`config.mk`:
```
export PLATFORM = sky130hd
export DESIGN_NAME = udp_tx_arbiter
export DESIGN_NICKNAME = d
export VERILOG_FILES = /design/src/rtl/udp_tx_arb_pkg.sv /design/src/rtl/udp_tx_arbiter_rr_picker2.sv /design/src/rtl/udp_tx_arbiter.sv
export SDC_FILE = /design/constraint.sdc
export NUM_CORES = 1
export LEC_CHECK = 0
export CELL_PAD_IN_SITES_DETAIL_PLACEMENT = 0
export CELL_PAD_IN_SITES_GLOBAL_PLACEMENT = 1
export CORE_AREA = 5 5 178 180
export CTS_CLUSTER_SIZE = 40
export DETAILED_ROUTE_END_ITERATION = 16
export DIE_AREA = 0 0 183 185
export PLACE_DENSITY_LB_ADDON = 0.1
export SLEW_MARGIN = 30
export SYNTH_ARGS = -nofsm -noshare
export SYNTH_HDL_FRONTEND = slang
export SYNTH_SLANG_ARGS = --single-unit
```
`constraint.sdc`:
```
create_clock -name piSHL_156_25Clk -period 4.71 [get_ports piSHL_156_25Clk]
set_clock_uncertainty 0.1 [all_clocks]
set_input_delay 1.413 -clock piSHL_156_25Clk [delete_from_list [all_inputs] [get_ports piSHL_156_25Clk]]
set_output_delay 1.413 -clock piSHL_156_25Clk [all_outputs]
set_load 0.005 [all_outputs]
```
`src/rtl/udp_tx_arb_pkg.sv`:
```
// Shared types and defaults for the ROLE UDP transmit arbiter.
// Optional packet counters are built when UDP_TX_ARB_STATS_EN is defined.
package udp_tx_arb_pkg;

  typedef enum logic [1:0] {
    IDLE = 2'd0,
    META = 2'd1,
    DATA = 2'd2
  } arbState_t;

  localparam int DATA_W_DEF = 64;
  localparam int META_W_DEF = 64;
  localparam int STAT_W_DEF = 16;

  function automatic int keepW(input int w);
    return w / 8;
  endfunction

  localparam int KEEP_W_DEF = keepW(DATA_W_DEF);

endpackage

```
`src/rtl/udp_tx_arbiter_rr_picker2.sv`:
```
// Two-way round-robin selector: the pointer's requester wins if it asks,
// otherwise the other one. Purely combinational.
module rr_picker2 (
  input  logic [1:0] req,
  input  logic       ptr,
  output logic       grantIdx,
  output logic       grantVld
);

  always_comb begin
    grantVld = |req;
    grantIdx = req[ptr] ? ptr : ~ptr;
  end

endmodule

```
`src/rtl/udp_tx_arbiter.sv`:
```
// Packet-granular round-robin arbiter: one meta word then the full data
// burst per grant. Define UDP_TX_ARB_STATS_EN to build packet counters.
module udp_tx_arbiter
  import udp_tx_arb_pkg::*;
#(
  parameter int DATA_W = DATA_W_DEF,
  parameter int META_W = META_W_DEF,
  parameter int STAT_W = STAT_W_DEF
) (
  input  logic                piSHL_156_25Clk,
  input  logic                piSHL_156_25Rst,
  input  logic                piMMIO_Ly7_En,
  input  logic [META_W-1:0]   siApp0_Meta_tdata,
  input  logic                siApp0_Meta_tvalid,
  output logic                siApp0_Meta_tready,
  input  logic [DATA_W-1:0]   siApp0_Data_tdata,
  input  logic [DATA_W/8-1:0] siApp0_Data_tkeep,
  input  logic                siApp0_Data_tlast,
  input  logic                siApp0_Data_tvalid,
  output logic                siApp0_Data_tready,
  input  logic [META_W-1:0]   siApp1_Meta_tdata,
  input  logic                siApp1_Meta_tvalid,
  output logic                siApp1_Meta_tready,
  input  logic [DATA_W-1:0]   siApp1_Data_tdata,
  input  logic [DATA_W/8-1:0] siApp1_Data_tkeep,
  input  logic                siApp1_Data_tlast,
  input  logic                siApp1_Data_tvalid,
  output logic                siApp1_Data_tready,
  output logic [META_W-1:0]   soROLE_Nrc_Udp_Meta_TDATA,
  output logic [7:0]          soROLE_Nrc_Udp_Meta_TKEEP,
  output logic                soROLE_Nrc_Udp_Meta_TLAST,
  output logic                soROLE_Nrc_Udp_Meta_TVALID,
  input  logic                soROLE_Nrc_Udp_Meta_TREADY,
  output logic [DATA_W-1:0]   soNRC_Udp_Data_tdata,
  output logic [DATA_W/8-1:0] soNRC_Udp_Data_tkeep,
  output logic                soNRC_Udp_Data_tlast,
  output logic                soNRC_Udp_Data_tvalid,
  input  logic                soNRC_Udp_Data_tready,
  output logic                poArb_Busy,
  output logic                poArb_Grant,
  output logic [STAT_W-1:0]   poStat_Pkt0,
  output logic [STAT_W-1:0]   poStat_Pkt1
);

  localparam int KEEP_W = keepW(DATA_W);

  arbState_t state, nextState;
  logic grantQ, grantNxt;
  logic ptrQ;
  logic pickIdx, pickVld;
  logic metaRdy, dataRdy, pktDone;

  logic [META_W-1:0] gMetaData;
  logic              gMetaVld;
  logic [DATA_W-1:0] gData;
  logic [KEEP_W-1:0] gKeep;
  logic              gLast, gDataVld;

  rr_picker2 uPicker (
    .req      ({siApp1_Meta_tvalid, siApp0_Meta_tvalid}),
    .ptr      (ptrQ),
    .grantIdx (pickIdx),
    .grantVld (pickVld)
  );

  assign gMetaData = grantQ ? siApp1_Meta_tdata  : siApp0_Meta_tdata;
  assign gMetaVld  = grantQ ? siApp1_Meta_tvalid : siApp0_Meta_tvalid;
  assign gData     = grantQ ? siApp1_Data_tdata  : siApp0_Data_tdata;
  assign gKeep     = grantQ ? siApp1_Data_tkeep  : siApp0_Data_tkeep;
  assign gLast     = grantQ ? siApp1_Data_tlast  : siApp0_Data_tlast;
  assign gDataVld  = grantQ ? siApp1_Data_tvalid : siApp0_Data_tvalid;

  assign pktDone = (state == DATA) & gDataVld
                 & soNRC_Udp_Data_tready & gLast;

  always_comb begin
    nextState = state;
    grantNxt  = grantQ;
    metaRdy   = 1'b0;
    dataRdy   = 1'b0;
    soROLE_Nrc_Udp_Meta_TDATA  = '0;
    soROLE_Nrc_Udp_Meta_TKEEP  = '0;
    soROLE_Nrc_Udp_Meta_TLAST  = 1'b0;
    soROLE_Nrc_Udp_Meta_TVALID = 1'b0;
    soNRC_Udp_Data_tdata  = '0;
    soNRC_Udp_Data_tkeep  = '0;
    soNRC_Udp_Data_tlast  = 1'b0;
    soNRC_Udp_Data_tvalid = 1'b0;
    unique case (state)
      IDLE: begin
        if (piMMIO_Ly7_En && pickVld) begin
          grantNxt  = pickIdx;
          nextState = META;
        end
      end
      META: begin
        soROLE_Nrc_Udp_Meta_TDATA  = gMetaData;
        soROLE_Nrc_Udp_Meta_TKEEP  = 8'hFF;
        soROLE_Nrc_Udp_Meta_TLAST  = 1'b1;
        soROLE_Nrc_Udp_Meta_TVALID = gMetaVld;
        metaRdy = soROLE_Nrc_Udp_Meta_TREADY;
        if (gMetaVld && soROLE_Nrc_Udp_Meta_TREADY)
          nextState = DATA;
      end
      DATA: begin
        soNRC_Udp_Data_tdata  = gData;
        soNRC_Udp_Data_tkeep  = gKeep;
        soNRC_Udp_Data_tlast  = gLast;
        soNRC_Udp_Data_tvalid = gDataVld;
        dataRdy = soNRC_Udp_Data_tready;
        if (pktDone)
          nextState = IDLE;
      end
      default: nextState = IDLE;
    endcase
  end

  // Only the granted requester ever sees a ready.
  assign siApp0_Meta_tready = metaRdy & ~grantQ;
  assign siApp1_Meta_tready = metaRdy &  grantQ;
  assign siApp0_Data_tready = dataRdy & ~grantQ;
  assign siApp1_Data_tready = dataRdy &  grantQ;

  always_ff @(posedge piSHL_156_25Clk) begin
    if (piSHL_156_25Rst) begin
      state  <= IDLE;
      grantQ <= 1'b0;
      ptrQ   <= 1'b0;
    end else begin
      state  <= nextState;
      grantQ <= grantNxt;
      if (pktDone)
        ptrQ <= ~grantQ;
    end
  end

  assign poArb_Busy  = (state != IDLE);
  assign poArb_Grant = grantQ;

`ifdef UDP_TX_ARB_STATS_EN
  logic [STAT_W-1:0] cnt0, cnt1;

  always_ff @(posedge piSHL_156_25Clk) begin
    if (piSHL_156_25Rst) begin
      cnt0 <= '0;
      cnt1 <= '0;
    end else if (pktDone) begin
      if (grantQ)
        cnt1 <= cnt1 + STAT_W'(1);
      else
        cnt0 <= cnt0 + STAT_W'(1);
    end
  end

  assign poStat_Pkt0 = cnt0;
  assign poStat_Pkt1 = cnt1;
`else
  assign poStat_Pkt0 = '0;
  assign poStat_Pkt1 = '0;
`endif

endmodule

```
# Word-level counts from Yosys, hierarchy flattened
# Cells that the tools add are included.
# word_totals
in_bits	283
rom_bits	0
memories	0
out_inout_bits	186
ramBits	0
latchBits	0
regBits	4
# classes
reduce_logical	7
n_shift	0
n_lt_le_gt_ge	1
div	0
n_mul	0
eq_ne	5
addsub	0
bitwise_logic	9
muxes	23
# op_table
operator	count
64-bit 2-to-1 mux	4
8-bit 2-to-1 mux	3
1-bit 2-to-1 mux	12
1-bit AND	7
2-bit 2-to-1 mux	3
2-bit inequality test (second input constant)	3
2-bit case mux with 3 select lines	1
3-bit AND reduction	1
2-bit by 1-bit == test with 1-bit output (second input constant)	1
2-bit == test (second input constant)	1
1-bit logical AND	2
2-bit zero test	1
1-bit by 2-bit < comparator with 1-bit output (second input constant)	1
1-bit NOT	2
2-bit AND reduction	1
2-bit nonzero test	1
2-bit OR reduction	1

# Longest topological paths before layout
# Gate-level depths: netlist of the first run.
# depth
depth_word	6
ltp_mapped	5

# By module
# Synthesis of the first run repeated with hierarchy kept, for this count alone.
# hier_totals
hier_cells	383
hier_area_um2	2627.5
# modules_own_cells
mod	area_per_inst_um2	cells_per_inst	seq_area_each_um2	instances
udp_tx_arbiter	2607.5	380	80.1	1
rr_picker2	20.0	3	0.0	1

# Least setup slack after synthesis of the first run
# No wires, ideal clock.
# synth_timing
kind	in2out
from	input port siApp1_Data_tlast
to	output port soNRC_Udp_Data_tlast
path_stages	2
path_buffers	0
slack_ns	1.529
t_arrival_ns	1.668
path_cell_list	mux2i_1 -> nor2_1
# synth_via
elab_chain_cells	2
# synth_lines
element	line_no	text
start, declared	udp_tx_arbiter.sv:26	input logic siApp1_Data_tlast,
1-bit 2-to-1 mux	udp_tx_arbiter.sv:70	assign gLast = grantQ ? siApp1_Data_tlast : siApp0_Data_tlast;
1-bit 2-to-1 mux	udp_tx_arbiter.sv:89	unique case (state)
end, declared	udp_tx_arbiter.sv:36	output logic soNRC_Udp_Data_tlast,
# No other way between the ends.

# Worst setup path after layout of the first run
# layout_timing
from	input port soNRC_Udp_Data_tready
to	output port siApp1_Data_tready
# layout_via
elab_chain_cells	2
# layout_lines
element	line_no	text
start, declared	udp_tx_arbiter.sv:38	input logic soNRC_Udp_Data_tready,
1-bit 2-to-1 mux	udp_tx_arbiter.sv:89	
1-bit AND	udp_tx_arbiter.sv:122	assign siApp1_Data_tready = dataRdy & grantQ;
end, declared	udp_tx_arbiter.sv:28	output logic siApp1_Data_tready,
# No other way between the ends.

==> impl_metrics.csv, run 1 <==
group,metric,value,unit
critical_path,worstPathRequired,3200,ps
timing,holdWs,491,ps
synthesis,syn_inst,381,
timing,rsz0062_at_grt,"false",
floorplan,die_h,185,um
synthesis,synth_top_family_by_area,"multiplexers",
global_route,grt_overflow,0,
cells_and_area,final_common_cell,"clkdlybuf4s50_1",
floorplan,start_util,8.74,%
global_route,gr-usage-all-layers,10.3,%
run,maxCapViolCount,0,
timing,max_slew_margin,46.5,%
synthesis,synth_adder_area_share,0,%
cells_and_area,fillers,3312,
cts,hold_buffers,0,
synthesis,muxShareOfSynthArea,53.4,%
placement,gp_congestion,0.816,
floorplan,die_w,183,um
pwr,p_total,0.000799,W
synthesis,synth_compound_area_share,1.29,%
synthesis,mappedNetlistArea,2630,um^2
cells_and_area,area_delta_synth_final,180,%
global_route,grt_max_degree,79,
pwr,powerDensity,109,nW/um^2
synthesis,async_flop_share,0,%
floorplan,io_pins,469,
routing,drt-wirelength-per-cell,16.5,um
cts,clkTransAtPathRegs,30,ps
placement,dp_cells,1179,
cts,post_cts_buffers,0,
timing,fin_tns_setup,0,ps
cts,cts_resized,0,
synthesis,synth-edff-count,0,
floorplan,core_area,30000,um^2
cts,clockRootBuffer,"clkbuf_16",
synthesis,ys_seq_area_share,3.05,%
cells_and_area,multiInputGateArea,2170,um^2
run_status,status,"finished clean",
timing,tightest_slew,803,ps
global_route,grt_pass1_vias,4226,
timing,finalHoldViolations,0,
critical_path,cp-start-kind,"input pin",
routing,via_per_inst,3.41,
cells_and_area,fin_nets,1072,
cts,cts_buffers,3,
timing,clock.fmax,0.234,GHz
synthesis,synth_xor_area_share,0,%
floorplan,dieArea,33900,um^2
critical_path,worstPathArrival,2770,ps
routing,vias,4040,
worst_hold_path,hold_path.class,"flip-flop to flip-flop",
worst_hold_path,whs_path_depth,2,
global_route,antenna_found_initial,0,
cells_and_area,final_cell_mix,"436 x clkdlybuf4s50_1, 141 x nor2_1, 139 x mux2i_1",
cells_and_area,finalNonFillerCells,1185,
critical_path,crit_path_end_kind,"primary output",
timing,fin_crit_sh,90.9,%
synthesis,yosysWarnings,0,
critical_path,r2r_setup_slack,2500,ps
routing,drtIter0Drc,47,
cts,tritoncts,"yes",
synthesis,ys_types,23,
cts,htreeDepth,1,
cts,clock_sinks,4,
floorplan,rows,64,
cells_and_area,utilization,24.5,%
placement,port_buffers,436,
critical_path,ff2ff_path_depth,3,
routing,antenna_left,0,
timing,fin_crit,4280,ps
pwr,max-vdd-ir-drop,0.100,mV
synthesis,avgSynthCellArea,6.89,um^2
critical_path,worstPathMaxFanout,3,
pwr,power.leakage,2.59,nW
cells_and_area,seqCellArea,83.8,um^2
critical_path,worstSetupPathType,"input pin to primary output",
synthesis,synth-seq-cells,4,
synthesis,synth_flop_cell,"dfxtp_1",
routing,first_pass_iters,4,
routing,wl,19500,um
cts,clkLatencyLatePin,230,ps
cells_and_area,drive_gt1_share,2.54,%
timing,setup_violations,0,
placement,post-dp-hpwl,17000,um
synthesis,synth_simple_gate_area_share,23.0,%
cts,cts_buffer_depth,2,
timing,slew_violations,0,
global_route,grt_pass1_wl,26600,um
routing,drc,0,
worst paths after layout:
path                              start                  to
hold / removal                     ptrQ                ptrQ
hold reg to reg                    ptrQ                ptrQ
setup reg to reg            poArb_Grant                ptrQ
setup / recovery  soNRC_Udp_Data_tready  siApp1_Data_tready
sequential cells by signal, indices dropped and copies added (netlist names):
name	flops
state	2
poArb_Grant	1
ptrQ	1
worst max-delay path, stage by stage:
cell	delay (ps)
clkdlybuf4s50_1	480
inv_2	80
nor3_1	190
clkdlybuf4s50_1	600
metal layers:
layer / wire length (um) / part of all wire (%) / GRT usage, %
met1: 6410 / 33 / 9.50
met5: 0 / 0 / 0
met4: 290 / 1.5 / 2.47
met2: 11000 / 56 / 21.4
met3: 1870 / 9.6 / 3.48
cells in the mapped netlist, types with 2 or more instances:
| library cell | number | area share [%] |
|---|---|---|
| inv_2 | 3 | 0.43 |
| inv_1 | 2 | 0.29 |
| nor2_1 | 141 | 20 |
| mux2i_1 | 139 | 53 |
| buf_2 | 14 | 2.7 |
| nor3_1 | 4 | 0.76 |
| dfxtp_1 | 4 | 3.1 |
| buf_4 | 50 | 14 |
| nand2b_1 | 2 | 0.48 |
| clkbuf_1 | 9 | 1.3 |
final cells by class:
class	instances	share of cell area, %
repair buffers	445	61.2
multi-input cells	329	29.5
well taps	396	6.74
flip-flops and latches	4	1.14
clock buffers	4	1.07
inverters	6	0.306
diodes	1	0.0340
logic make-up (layout without fill, tap and decap cells):
kind of cell	count (synthesis)	count (layout)
AND/OR/NAND/NOR	152	152
multiplexers	140	140
buffers and inverters	79	455
AO/OA/AOI/OAI	5	5
flip-flops	4	4
other	1	33
power breakdown:
part / total, W / internal, W / switching [W]
sequential: 0.0000544 / 0.0000362 / 0.0000182
clock: 0.000138 / 0.000112 / 0.0000256
combinational: 0.000607 / 0.000410 / 0.000197
total: 0.000799 / 0.000558 / 0.000241
metrics by stage:
step	area, um^2	worst slack, ps
2_1_floorplan	2740	1530
3_3_place_gp	7250	384
3_5_place_dp	7250	380
4_1_cts	7320	362
5_1_grt	7350	336
6_report	7350	428
Power figures use the tool's default switching activity.
==> run 2: changes to the inputs <==
CELL_PAD_IN_SITES_DETAIL_PLACEMENT = default   (was 0)
CELL_PAD_IN_SITES_GLOBAL_PLACEMENT = default   (was 1)
MAX_ROUTING_LAYER = met4   (was default)
PLACE_DENSITY_LB_ADDON = default   (was 0.1)
==> run 2 against run 1 <==
Net effect: final cell count up 0.17%; critical path depth unchanged; sequential share of layout area hardly changed; flip-flop and latch count is the same; die area unchanged; non-clock buffer count increased by 2; power is essentially flat; combinational power rose by 2%.
==> impl_metrics.csv, run 2 (synthesized netlist as in run 1, its figures left out) <==
group,metric,value,unit
run_status,status,"finished clean",
critical_path,crit_path_end_kind,"primary output",
timing,setup_violations,0,
critical_path,worstPathMaxFanout,3,
cells_and_area,fin_nets,1074,
cells_and_area,finalNonFillerCells,1187,
worst_hold_path,whs_endpoint,"ptrQ",
critical_path,ff2ff_path_depth,4,
cells_and_area,final_cell_mix,"436 x clkdlybuf4s50_1, 141 x nor2_1, 139 x mux2i_1",
cts,clkLatencyLatePin,230,ps
floorplan,core_area,30000,um^2
timing,finalHoldViolations,0,
floorplan,die_h,185,um
critical_path,worstSetupPathType,"input pin to primary output",
critical_path,worstPathRequired,3200,ps
floorplan,rows,64,
cts,htreeDepth,1,
timing,fin_crit,4280,ps
worst_hold_path,hp-start,"ptrQ",
timing,fin_tns_setup,0,ps
cts,hold_buffers,0,
critical_path,r2r_setup_slack,2280,ps
floorplan,io_pins,469,
pwr,max-vdd-ir-drop,0.105,mV
cts,clockRootBuffer,"clkbuf_16",
routing,drc,0,
critical_path,r2r-start,"poArb_Grant",
timing,max_slew_margin,38.5,%
global_route,grt_pass1_vias,4158,
worst_hold_path,whs_path_depth,2,
cells_and_area,largest_register,"state",
cts,cts_buffer_depth,2,
global_route,antenna_found_initial,1,
critical_path,cp-start-kind,"input pin",
global_route,grt_overflow,0,
placement,gp_congestion,0.819,
placement,post-dp-hpwl,15200,um
critical_path,r2r-end,"ptrQ",
timing,rsz0062_at_grt,"false",
cts,cts_resized,0,
routing,wl,17400,um
placement,dp_cells,1182,
run,maxCapViolCount,0,
cells_and_area,final_common_cell,"clkdlybuf4s50_1",
routing,drt-wirelength-per-cell,14.6,um
global_route,grt_pass1_wl,23900,um
cts,post_cts_buffers,0,
routing,antenna_left,0,
floorplan,die_w,183,um
timing,fin_crit_sh,90.8,%
global_route,gr-usage-all-layers,9.31,%
routing,first_pass_iters,4,
pwr,powerDensity,109,nW/um^2
cts,clkTransAtPathRegs,30,ps
cells_and_area,drive_gt1_share,2.78,%
placement,port_buffers,436,
timing,slew_violations,0,
routing,drtIter0Drc,51,
critical_path,worstPathArrival,2760,ps
routing,via_per_inst,3.45,
routing,vias,4093,
cells_and_area,largest_reg_flops,2,
worst_hold_path,hold_path.class,"flip-flop to flip-flop",
floorplan,dieArea,33900,um^2
global_route,grt_max_degree,79,
cts,tritoncts,"yes",
cts,cts_buffers,3,
cts,clock_sinks,4,
cells_and_area,area_delta_synth_final,179,%
timing,clock.fmax,0.234,GHz
pwr,power.leakage,2.58,nW
floorplan,start_util,8.74,%
timing,tightest_slew,922,ps
==> run 2: changes by cell type in the layout (fill, tap and decap cells not counted) <==
| cell | change |
|---|---|
| buf_12 | -2 |
| buf_16 | -1 |
| buf_4 | +5 |
==> run 2: worst max-delay path by stage <==
stage	from	endpoint	slack, ps	cells after the start
finish	siApp1_Meta_tvalid	soROLE_Nrc_Udp_Meta_TVALID	430	4
CTS	siApp1_Meta_tvalid	soROLE_Nrc_Udp_Meta_TVALID	430	4
detailed placement	siApp1_Meta_tvalid	soROLE_Nrc_Udp_Meta_TVALID	430	4
global route	siApp1_Meta_tvalid	soROLE_Nrc_Udp_Meta_TVALID	400	4
global placement	siApp1_Meta_tvalid	soROLE_Nrc_Udp_Meta_TVALID	440	4
floorplan	siApp1_Data_tlast	soNRC_Udp_Data_tlast	1530	2
==> run 2: per-layer routing <==
metal	vias up	part of all wire (%)	GRT usage (%)
li1	2020	-	-
met1	1802	39	10.1
met2	261	50	16.9
met3	10	8.6	2.22
met4	0	2.2	2.77
met5	-	0	-
==> run 2: area by class of cell <==
type                    count  area, um^2
diodes                      1        2.50
clock buffers               4        78.8
fillers                  3280       22700
inverters                   6        22.5
multi-input cells         329        2170
flip-flops and latches      4        83.8
well taps                 396         495
repair buffers            447        4470
==> run 2: worst max-delay path, cell delays in order <==
cell,delay (ps)
clkdlybuf4s50_1,450
mux2i_1,320
nor2_1,70
clkdlybuf4s50_1,510
==> run 2: report_power, final <==
group	switching, W	internal (W)	total (W)
Clock	0.0000262	0.000112	0.000138
Combinational	0.000210	0.000407	0.000617
Sequential	0.00000840	0.0000362	0.0000446
Total	0.000244	0.000555	0.000799
==> run 2: through the flow <==
step           utilization (%)  hold slack (ps)  power, W  worst slack, ps  instance area, um^2
2_1_floorplan                -              438  0.000291             1530                 2740
3_3_place_gp              24.1              480  0.000664              443                 7240
3_5_place_dp              24.1              480  0.000669              435                 7240
4_1_cts                   24.4              497  0.000813              433                 7320
5_1_grt                   24.4              584  0.000852              395                 7320
6_report                  24.4              488  0.000799              434                 7320
==> run 3: changes to the inputs <==
==> constraint.sdc (replaced) <==
create_clock -name piSHL_156_25Clk -period 4.71 [get_ports piSHL_156_25Clk]
set_clock_uncertainty 0.1 [all_clocks]
set_input_delay 1.1775 -clock piSHL_156_25Clk [delete_from_list [all_inputs] [get_ports piSHL_156_25Clk]]
set_output_delay 1.1775 -clock piSHL_156_25Clk [all_outputs]
set_load 0.005 [all_outputs]
==> run 3 against run 2 <==
Net effect: sequential power barely moved; fmax rose by 12%; clock power barely moved; wire length barely moved; final cell count barely moved; register-to-register slack improved by 30 ps; global-route usage fell by 0.053 points; first-iteration DRC count rose by 9.8%; critical path depth did not move; critical path type unchanged; highest routed layer unchanged.
==> impl_metrics.csv, run 3 (synthesized netlist as in run 1, its figures left out) <==
group,metric,value,unit
run_status,status,"finished clean",
timing,tightest_slew,861,ps
cts,clockRootBuffer,"clkbuf_16",
cts,htreeDepth,1,
pwr,powerDensity,109,nW/um^2
global_route,grt_overflow,0,
floorplan,core_area,30000,um^2
pwr,p_total,0.000796,W
cts,tritoncts,"yes",
cells_and_area,area_delta_synth_final,180,%
floorplan,die_h,185,um
routing,wl,17400,um
cts,hold_buffers,0,
critical_path,cp-start-kind,"input pin",
cts,cts_resized,0,
placement,postPlaceCellArea,7230,um^2
cts,clkTransAtPathRegs,30,ps
worst_hold_path,hp-start,"ptrQ",
cells_and_area,final_common_cell,"clkdlybuf4s50_1",
critical_path,crit_path_end_kind,"primary output",
routing,antenna_left,0,
cts,post_cts_buffers,0,
worst_hold_path,hold_path.class,"flip-flop to flip-flop",
cts,clock_sinks,4,
routing,first_pass_iters,4,
timing,rsz0062_at_grt,"false",
timing,fin_crit,3810,ps
placement,port_buffers,436,
cts,clkLatencyLatePin,230,ps
worst_hold_path,whs_path_depth,2,
cells_and_area,largest_register,"state",
cells_and_area,drive_gt1_share,2.66,%
timing,max_slew_margin,42.6,%
cells_and_area,fin_nets,1073,
critical_path,ff2ff_path_depth,4,
routing,via_per_inst,3.44,
pwr,power.leakage,2.59,nW
floorplan,rows,64,
cts,cts_buffers,3,
worst_hold_path,whs_endpoint,"ptrQ",
floorplan,io_pins,469,
routing,drt-wirelength-per-cell,14.7,um
critical_path,r2r_setup_slack,2310,ps
cells_and_area,largest_reg_flops,2,
timing,setup_violations,0,
timing,layout_setup_ws,901,ps
critical_path,worstPathMaxFanout,4,
timing,clock.fmax,0.263,GHz
cts,cts_buffer_depth,2,
pwr,max-vdd-ir-drop,0.101,mV
critical_path,worstPathRequired,3430,ps
placement,dp_slack,885,ps
floorplan,die_w,183,um
floorplan,start_util,8.74,%
timing,slew_violations,0,
placement,gp_congestion,0.825,
timing,fin_crit_sh,80.9,%
routing,drtIter0Drc,56,
routing,vias,4077,
global_route,gr-usage-all-layers,9.26,%
critical_path,worstPathArrival,2530,ps
critical_path,worstSetupPathType,"input pin to primary output",
critical_path,r2r-start,"poArb_Grant",
timing,finalHoldViolations,0,
cells_and_area,final_cell_area,7340,um^2
cells_and_area,final_cell_mix,"436 x clkdlybuf4s50_1, 141 x nor2_1, 139 x mux2i_1",
floorplan,dieArea,33900,um^2
critical_path,r2r-end,"ptrQ",
timing,fin_tns_setup,0,ps
routing,drc,0,
global_route,grt_max_degree,79,
placement,post-dp-hpwl,15200,um
global_route,grt_pass1_wl,23900,um
global_route,grt_pass1_vias,4257,
run,maxCapViolCount,0,
global_route,antenna_found_initial,1,
-- run 3: layout make-up --
class                      instances  area, um^2
inverter                           6        22.5
fill                            3259       22700
multi-input combinational        329        2170
sequential                         4        83.8
timing repair buffer             446        4480
antenna                            1        2.50
tap                              396         495
clock buffer                       4        78.8
-- run 3: routing by layer --
layer | global-route usage (%) | vias up | part of all wire, %
met3 | 2.12 | 10 | 8.8
met4 | 2.47 | 0 | 1.7
met1 | 9.99 | 1793 | 38
met5 | - | - | 0
met2 | 17.1 | 261 | 51
li1 | - | 2013 | -
-- run 3: worst max-delay path by stage --
stage | cells after the start | from | end | slack, ps
2_1_floorplan | 2 | siApp1_Data_tlast | soNRC_Udp_Data_tlast | 2000
3_3_place_gp | 4 | siApp0_Data_tvalid | soNRC_Udp_Data_tvalid | 890
3_5_place_dp | 4 | soROLE_Nrc_Udp_Meta_TREADY | siApp1_Meta_tready | 880
4_1_cts | 4 | soROLE_Nrc_Udp_Meta_TREADY | siApp1_Meta_tready | 880
5_1_grt | 4 | siApp1_Meta_tvalid | soROLE_Nrc_Udp_Meta_TVALID | 820
6_report | 4 | soROLE_Nrc_Udp_Meta_TREADY | siApp1_Meta_tready | 900
-- run 3: power breakdown --
group          switching (W)  internal, W
clock              0.0000248     0.000112
combinational       0.000209     0.000406
sequential        0.00000822    0.0000362
-- run 3: critical path: stages --
cell             delay (ps)
clkdlybuf4s50_1         490
inv_2                    70
nor3_1                  230
clkdlybuf4s50_1         570
-- run 3: through the flow --
step | hold slack [ps] | std cells | utilization [%]
2_1_floorplan | 438 | 412 | -
3_3_place_gp | 471 | 1180 | 24.1
3_5_place_dp | 484 | 1180 | 24.1
4_1_cts | 507 | 1184 | 24.3
5_1_grt | 560 | 1186 | 24.4
6_report | 508 | 1186 | 24.4
